## config.mk

```make
export PLATFORM = sky130hd
export DESIGN_NAME = twos_to_sign_bcd
export DESIGN_NICKNAME = d
export VERILOG_FILES = /design/src/rtl/twos_to_sign_bcd.sv
export SDC_FILE = /design/constraint.sdc
export NUM_CORES = 1
export LEC_CHECK = 0
export CORE_ASPECT_RATIO = 1.4
export CORE_UTILIZATION = 45
export CTS_BUF_LIST = sky130_fd_sc_hd__clkbuf_8 sky130_fd_sc_hd__clkbuf_16
export CTS_CLUSTER_DIAMETER = 100
export DETAILED_ROUTE_END_ITERATION = 16
export MAX_ROUTING_LAYER = met4
export PLACE_DENSITY = 0.7
export SLEW_MARGIN = 5
export SYNTH_ARGS = -nofsm -noshare
export SYNTH_HDL_FRONTEND = slang
export SYNTH_SLANG_ARGS = --single-unit
export TNS_END_PERCENT = 100
```

## constraint.sdc

```tcl
create_clock -name clk -period 4.3 [get_ports clk]
set_input_delay 0.86 -clock clk [delete_from_list [all_inputs] [get_ports clk]]
set_output_delay 0.86 -clock clk [all_outputs]
set_load 0.02 [all_outputs]
```

## src/rtl/twos_to_sign_bcd.sv

```systemverilog
// Signed two's-complement to sign/magnitude/BCD converter, one double-dabble step per clock.
// Optional leading-zero blank mask enabled by defining TWOS_TO_SIGN_BCD_BLANK_EN.
module twos_to_sign_bcd #(
   parameter int W      = 7,
   parameter int DIGITS = 3
) (
   input  logic                  clk,
   input  logic                  rst,
   input  logic                  in_valid,
   output logic                  in_ready,
   input  logic [W-1:0]          in_data,
   output logic                  out_valid,
   input  logic                  out_ready,
   output logic                  sign,
   output logic [W-1:0]          mag,
   output logic [4*DIGITS-1:0]   bcd,
   output logic [DIGITS-1:0]     blank
);

   localparam int SW = 4*DIGITS + W;
   localparam int CW = $clog2(W+1);

   typedef enum logic [1:0] {
      IDLE,
      CONVERT,
      DONE
   } state_t;

   state_t         state;
   state_t         state_nxt;
   logic [SW-1:0]  sr;
   logic [SW-1:0]  sr_adj;
   logic [SW-1:0]  sr_nxt;
   logic [CW-1:0]  cnt;
   logic [W-1:0]   mag_in;
   logic           accept;
   logic           last;

   assign in_ready  = (state == IDLE);
   assign out_valid = (state == DONE);
   assign accept    = in_valid & in_ready;
   assign last      = (state == CONVERT) && (cnt == CW'(1));

   // read as unsigned, so the most negative operand maps to 2^(W-1)
   assign mag_in = in_data[W-1] ? (~in_data + W'(1)) : in_data;

   always_comb begin
      sr_adj = sr;
      for (int i = 0; i < DIGITS; i++) begin
         if (sr[W+4*i +: 4] >= 4'd5)
            sr_adj[W+4*i +: 4] = sr[W+4*i +: 4] + 4'd3;
      end
      sr_nxt = sr_adj << 1;
   end

   always_ff @(posedge clk) begin
      if (rst)
         state <= IDLE;
      else
         state <= state_nxt;
   end

   always_comb begin
      state_nxt = state;
      unique case (state)
         IDLE:    if (in_valid) state_nxt = CONVERT;
         CONVERT: if (last)     state_nxt = DONE;
         DONE:    if (out_ready) state_nxt = IDLE;
         default: state_nxt = IDLE;
      endcase
   end

   always_ff @(posedge clk) begin
      if (rst) begin
         sr   <= '0;
         cnt  <= '0;
         sign <= 1'b0;
         mag  <= '0;
         bcd  <= '0;
      end else if (accept) begin
         sign <= in_data[W-1];
         mag  <= mag_in;
         sr   <= {{(4*DIGITS){1'b0}}, mag_in};
         cnt  <= CW'(W);
      end else if (state == CONVERT) begin
         sr  <= sr_nxt;
         cnt <= cnt - CW'(1);
         if (last)
            bcd <= sr_nxt[SW-1:W];
      end
   end

`ifdef TWOS_TO_SIGN_BCD_BLANK_EN
   logic [DIGITS-1:0] blank_nxt;
   logic              hi_zero;

   // a digit blanks only while every digit above it is zero too
   always_comb begin
      blank_nxt = '0;
      hi_zero   = 1'b1;
      for (int i = DIGITS-1; i > 0; i--) begin
         hi_zero      = hi_zero & (sr_nxt[W+4*i +: 4] == 4'd0);
         blank_nxt[i] = hi_zero;
      end
   end

   always_ff @(posedge clk) begin
      if (rst)
         blank <= '0;
      else if (last)
         blank <= blank_nxt;
   end
`else
   assign blank = '0;
`endif

endmodule

```

==> flow_metrics.env <==
export IMPL_cts_buffers=5
export IMPL_clkPwrFrac=0.343
export IMPL_use_met2=0.345
export IMPL_met1_usage=0.210
export IMPL_powerDensity_nw_per_um2=357
export IMPL_fin_cells=330
export IMPL_top_usage_layer="met2"
export IMPL_tightest_slew_ns=0.865
export IMPL_path_class="reg2out"
export IMPL_cp_end_kind="output port"
export IMPL_fin_crit_sh=0.556
export IMPL_hold_viol=0
export IMPL_yosysSeqAreaShare=0.425
export IMPL_maxSlewHeadroom=0.422
export IMPL_setup_viol=0
export IMPL_cts_root_buf="clkbuf_8"
export IMPL_status="finished clean"
export IMPL_diodes=0
export IMPL_critPathRequiredTime_ns=3.44
export IMPL_grt_util_all_layers=0.196
export IMPL_placed_area_um2=2390
export IMPL_gp_congestion=0.800
export IMPL_dpl_hpwl_mm=2.92
export IMPL_internal_power_uw=661
export IMPL_clock_latency_ns=0.30
export IMPL_drc=0
export IMPL_die_area_um2=4880
export IMPL_die_h_um=82.3
export IMPL_clk_pin_slew_ns=0.07
export IMPL_reg2reg_to="bcd[0]"
export IMPL_grt_pass1_wl_mm=7.00
export IMPL_design_area_um2=2500
export IMPL_ys_warn_count=0
export IMPL_worstReg2RegStart="state[0]"
export IMPL_coreArea_um2=4310
export IMPL_cts_tree="built"
export IMPL_min_to="mag[6]"
export IMPL_wl_mm=4.16
export IMPL_synth_cell_area_um2=2070
export IMPL_synthFlopType="dfxtp_1"
export IMPL_p_leak_nw=0.892
export IMPL_hold_path_class="reg2reg"
export IMPL_arrival_ns=1.53
export IMPL_grt_start_max_net_pins=35
export IMPL_synthArstFlopShare=0
export IMPL_dp_cells=322
export IMPL_die_w_um=59.3
export IMPL_rsz0062_at_grt="false"
export IMPL_crit_fanout=9
export IMPL_first_iter_violations=68
export IMPL_post_cts_buffers=0
export IMPL_worst_clock_skew_ns=0.00945
export IMPL_port_buffers=32
export IMPL_worstSetupStartpointType="flop"
export IMPL_post_cts_resize_count=0
export IMPL_synth_seq_cells=44
export IMPL_fmax_mhz=418
export IMPL_fill_cells=436
export IMPL_clock_sinks=44
export IMPL_clockBufferDepth=2
export IMPL_detail_route_antenna_nets=0
export IMPL_p_sw_uw=232
export IMPL_syn_area_per_cell_um2=8.52
export IMPL_swShare=0.260
export IMPL_multi_input_area_um2=1050
export IMPL_regArea_um2=881
export IMPL_r2r_slack_ns=2.17
export IMPL_vias_per_cell=5.20
export IMPL_fin_setup_tns_ns=0
export IMPL_pwr_share_comb=0.160
export IMPL_r2r_cells=4
export IMPL_drv_slew=0
export IMPL_synth_edf_count=0
export IMPL_io_pins=36
export IMPL_seqPwrFrac=0.497
export IMPL_min_delay_path_depth=2
export IMPL_irDropWorstVdd_uv=263
export IMPL_synth_distinct_cells=35
export IMPL_hold_buffers=0
export IMPL_grtUsageMet3=0.0421
export IMPL_grt_ovfl_total=0
export IMPL_wl_per_cell_um=12.6
export IMPL_fin_nets=289
export IMPL_grt_pass1_vias=1556
export IMPL_crit_start="state[1]"
export IMPL_drive_gt1_frac=0.0704
export IMPL_layout_min_cycle_time_ns=2.39
export IMPL_hold_start="mag[6]"
export IMPL_htreeDepth=2
export IMPL_postSynthCellCount=243
export IMPL_finish_utilization=0.580
export IMPL_syn_to_final_growth_pct=20.7
export IMPL_num_vias=1715
export IMPL_maxCapViolations=0
export IMPL_dr_pass1_iters=4
export IMPL_rows=28
export IMPL_grt_antenna_before_repair=0
export IMPL_start_util=0.481
-- cell usage after synthesis (2+ instances only) --
| library cell | number | area [um2] |
|---|---|---|
| o22ai_2 | 3 | 37.5 |
| xnor2_1 | 7 | 61.3 |
| buf_4 | 4 | 30.0 |
| or3_1 | 2 | 12.5 |
| nand2_1 | 22 | 82.6 |
| a21oi_1 | 26 | 130 |
| clkbuf_1 | 4 | 15.0 |
| o22ai_1 | 12 | 75.1 |
| nand3_1 | 5 | 25.0 |
| a211oi_1 | 9 | 67.6 |
| or3b_2 | 2 | 17.5 |
| ha_1 | 9 | 113 |
| o21ai_0 | 7 | 35.0 |
| nor3b_1 | 6 | 45.0 |
| nand2b_1 | 13 | 81.3 |
| dfxtp_1 | 44 | 881 |
| buf_2 | 7 | 35.0 |
| a31oi_1 | 2 | 12.5 |
| mux2i_1 | 2 | 20.0 |
| mux2_2 | 4 | 45.0 |
| nor3_1 | 5 | 25.0 |
| inv_1 | 13 | 48.8 |
| and2b_1 | 2 | 15.0 |
| nor2_1 | 22 | 82.6 |
-- through the flow --
stage / hold WS [ns] / total power, mW / setup WS [ns]
2_1_floorplan: 0.442 / 0.553 / 2.26
3_3_place_gp: 0.451 / 0.594 / 1.63
3_5_place_dp: 0.454 / 0.597 / 1.63
4_1_cts: 0.468 / 0.901 / 1.89
5_1_grt: 0.499 / 0.936 / 1.81
6_report: 0.465 / 0.893 / 1.91
-- power groups by stage --
stage | Combinational, mW | Clock (mW) | Sequential, mW
finish | 0.143 | 0.306 | 0.443
CTS | 0.144 | 0.313 | 0.444
floorplan | 0.0931 | 0 | 0.460
detailed placement | 0.144 | 0 | 0.453
global placement | 0.142 | 0 | 0.453
global route | 0.160 | 0.330 | 0.447
-- critical path: stages, from the launching register on --
cell and delay, ns:
dfxtp_1 0.47, and2b_1 0.18, clkdlybuf4s50_1 0.60
-- cell families after synthesis --
| family | after synthesis | share of synthesized area |
|---|---|---|
| fa+ha+maj | 9 | 0.0544 |
| compound gates | 62 | 0.184 |
| xor+xnor | 8 | 0.0338 |
| buf+inv | 30 | 0.0701 |
| flops | 44 | 0.425 |
| other cells | 1 | 0.00181 |
| simple gates | 83 | 0.199 |
| mux | 6 | 0.0314 |
-- flip-flops by register name (all words and copies together), names as in the netlist --
signal and flops:
bcd 12, cnt 3, mag 7, sign 1
sr 19, state 2
-- cell type report --
cell class	count	area share
multi-input cells	171	0.421
flip-flops and latches	44	0.352
repair buffers	34	0.134
well taps	60	0.0300
clock buffers	5	0.0275
inverters	13	0.0195
clock inverters	3	0.0155
-- per-layer routing --
metal	wire length (um)	share of wire	vias up
li1	-	-	881
met1	1800	0.43	792
met2	2130	0.51	34
met3	137	0.033	8
met4	93	0.022	0
met5	0	0	-
-- worst max-delay path by stage --
stage,endpoint,cells past startpoint,slack [ns]
floorplan,mag[4],6,2.26
global placement,sr[9],4,1.63
detailed placement,sr[9],4,1.63
CTS,out_valid,2,1.89
global route,sr[8],4,1.81
finish,out_valid,2,1.91
-- placed cells by master (no fill, tap or decap), types with 2 or more instances in the layout --
cell / count
nor3_1: 5
o21ai_0: 7
dfxtp_1: 44
o22ai_1: 12
nand3_1: 5
or3_1: 2
nand2_1: 22
and2b_1: 2
conb_1: 3
or3b_2: 2
nand2b_1: 13
a211oi_1: 9
mux2_2: 4
mux2i_1: 2
nor2_1: 22
a21oi_1: 26
clkbuf_8: 5
o22ai_2: 3
a31oi_1: 2
nor3b_1: 6
xnor2_1: 7
clkdlybuf4s50_1: 32
inv_1: 14
buf_4: 2
ha_1: 9
Note: power is estimated with default switching activity, not from simulation.
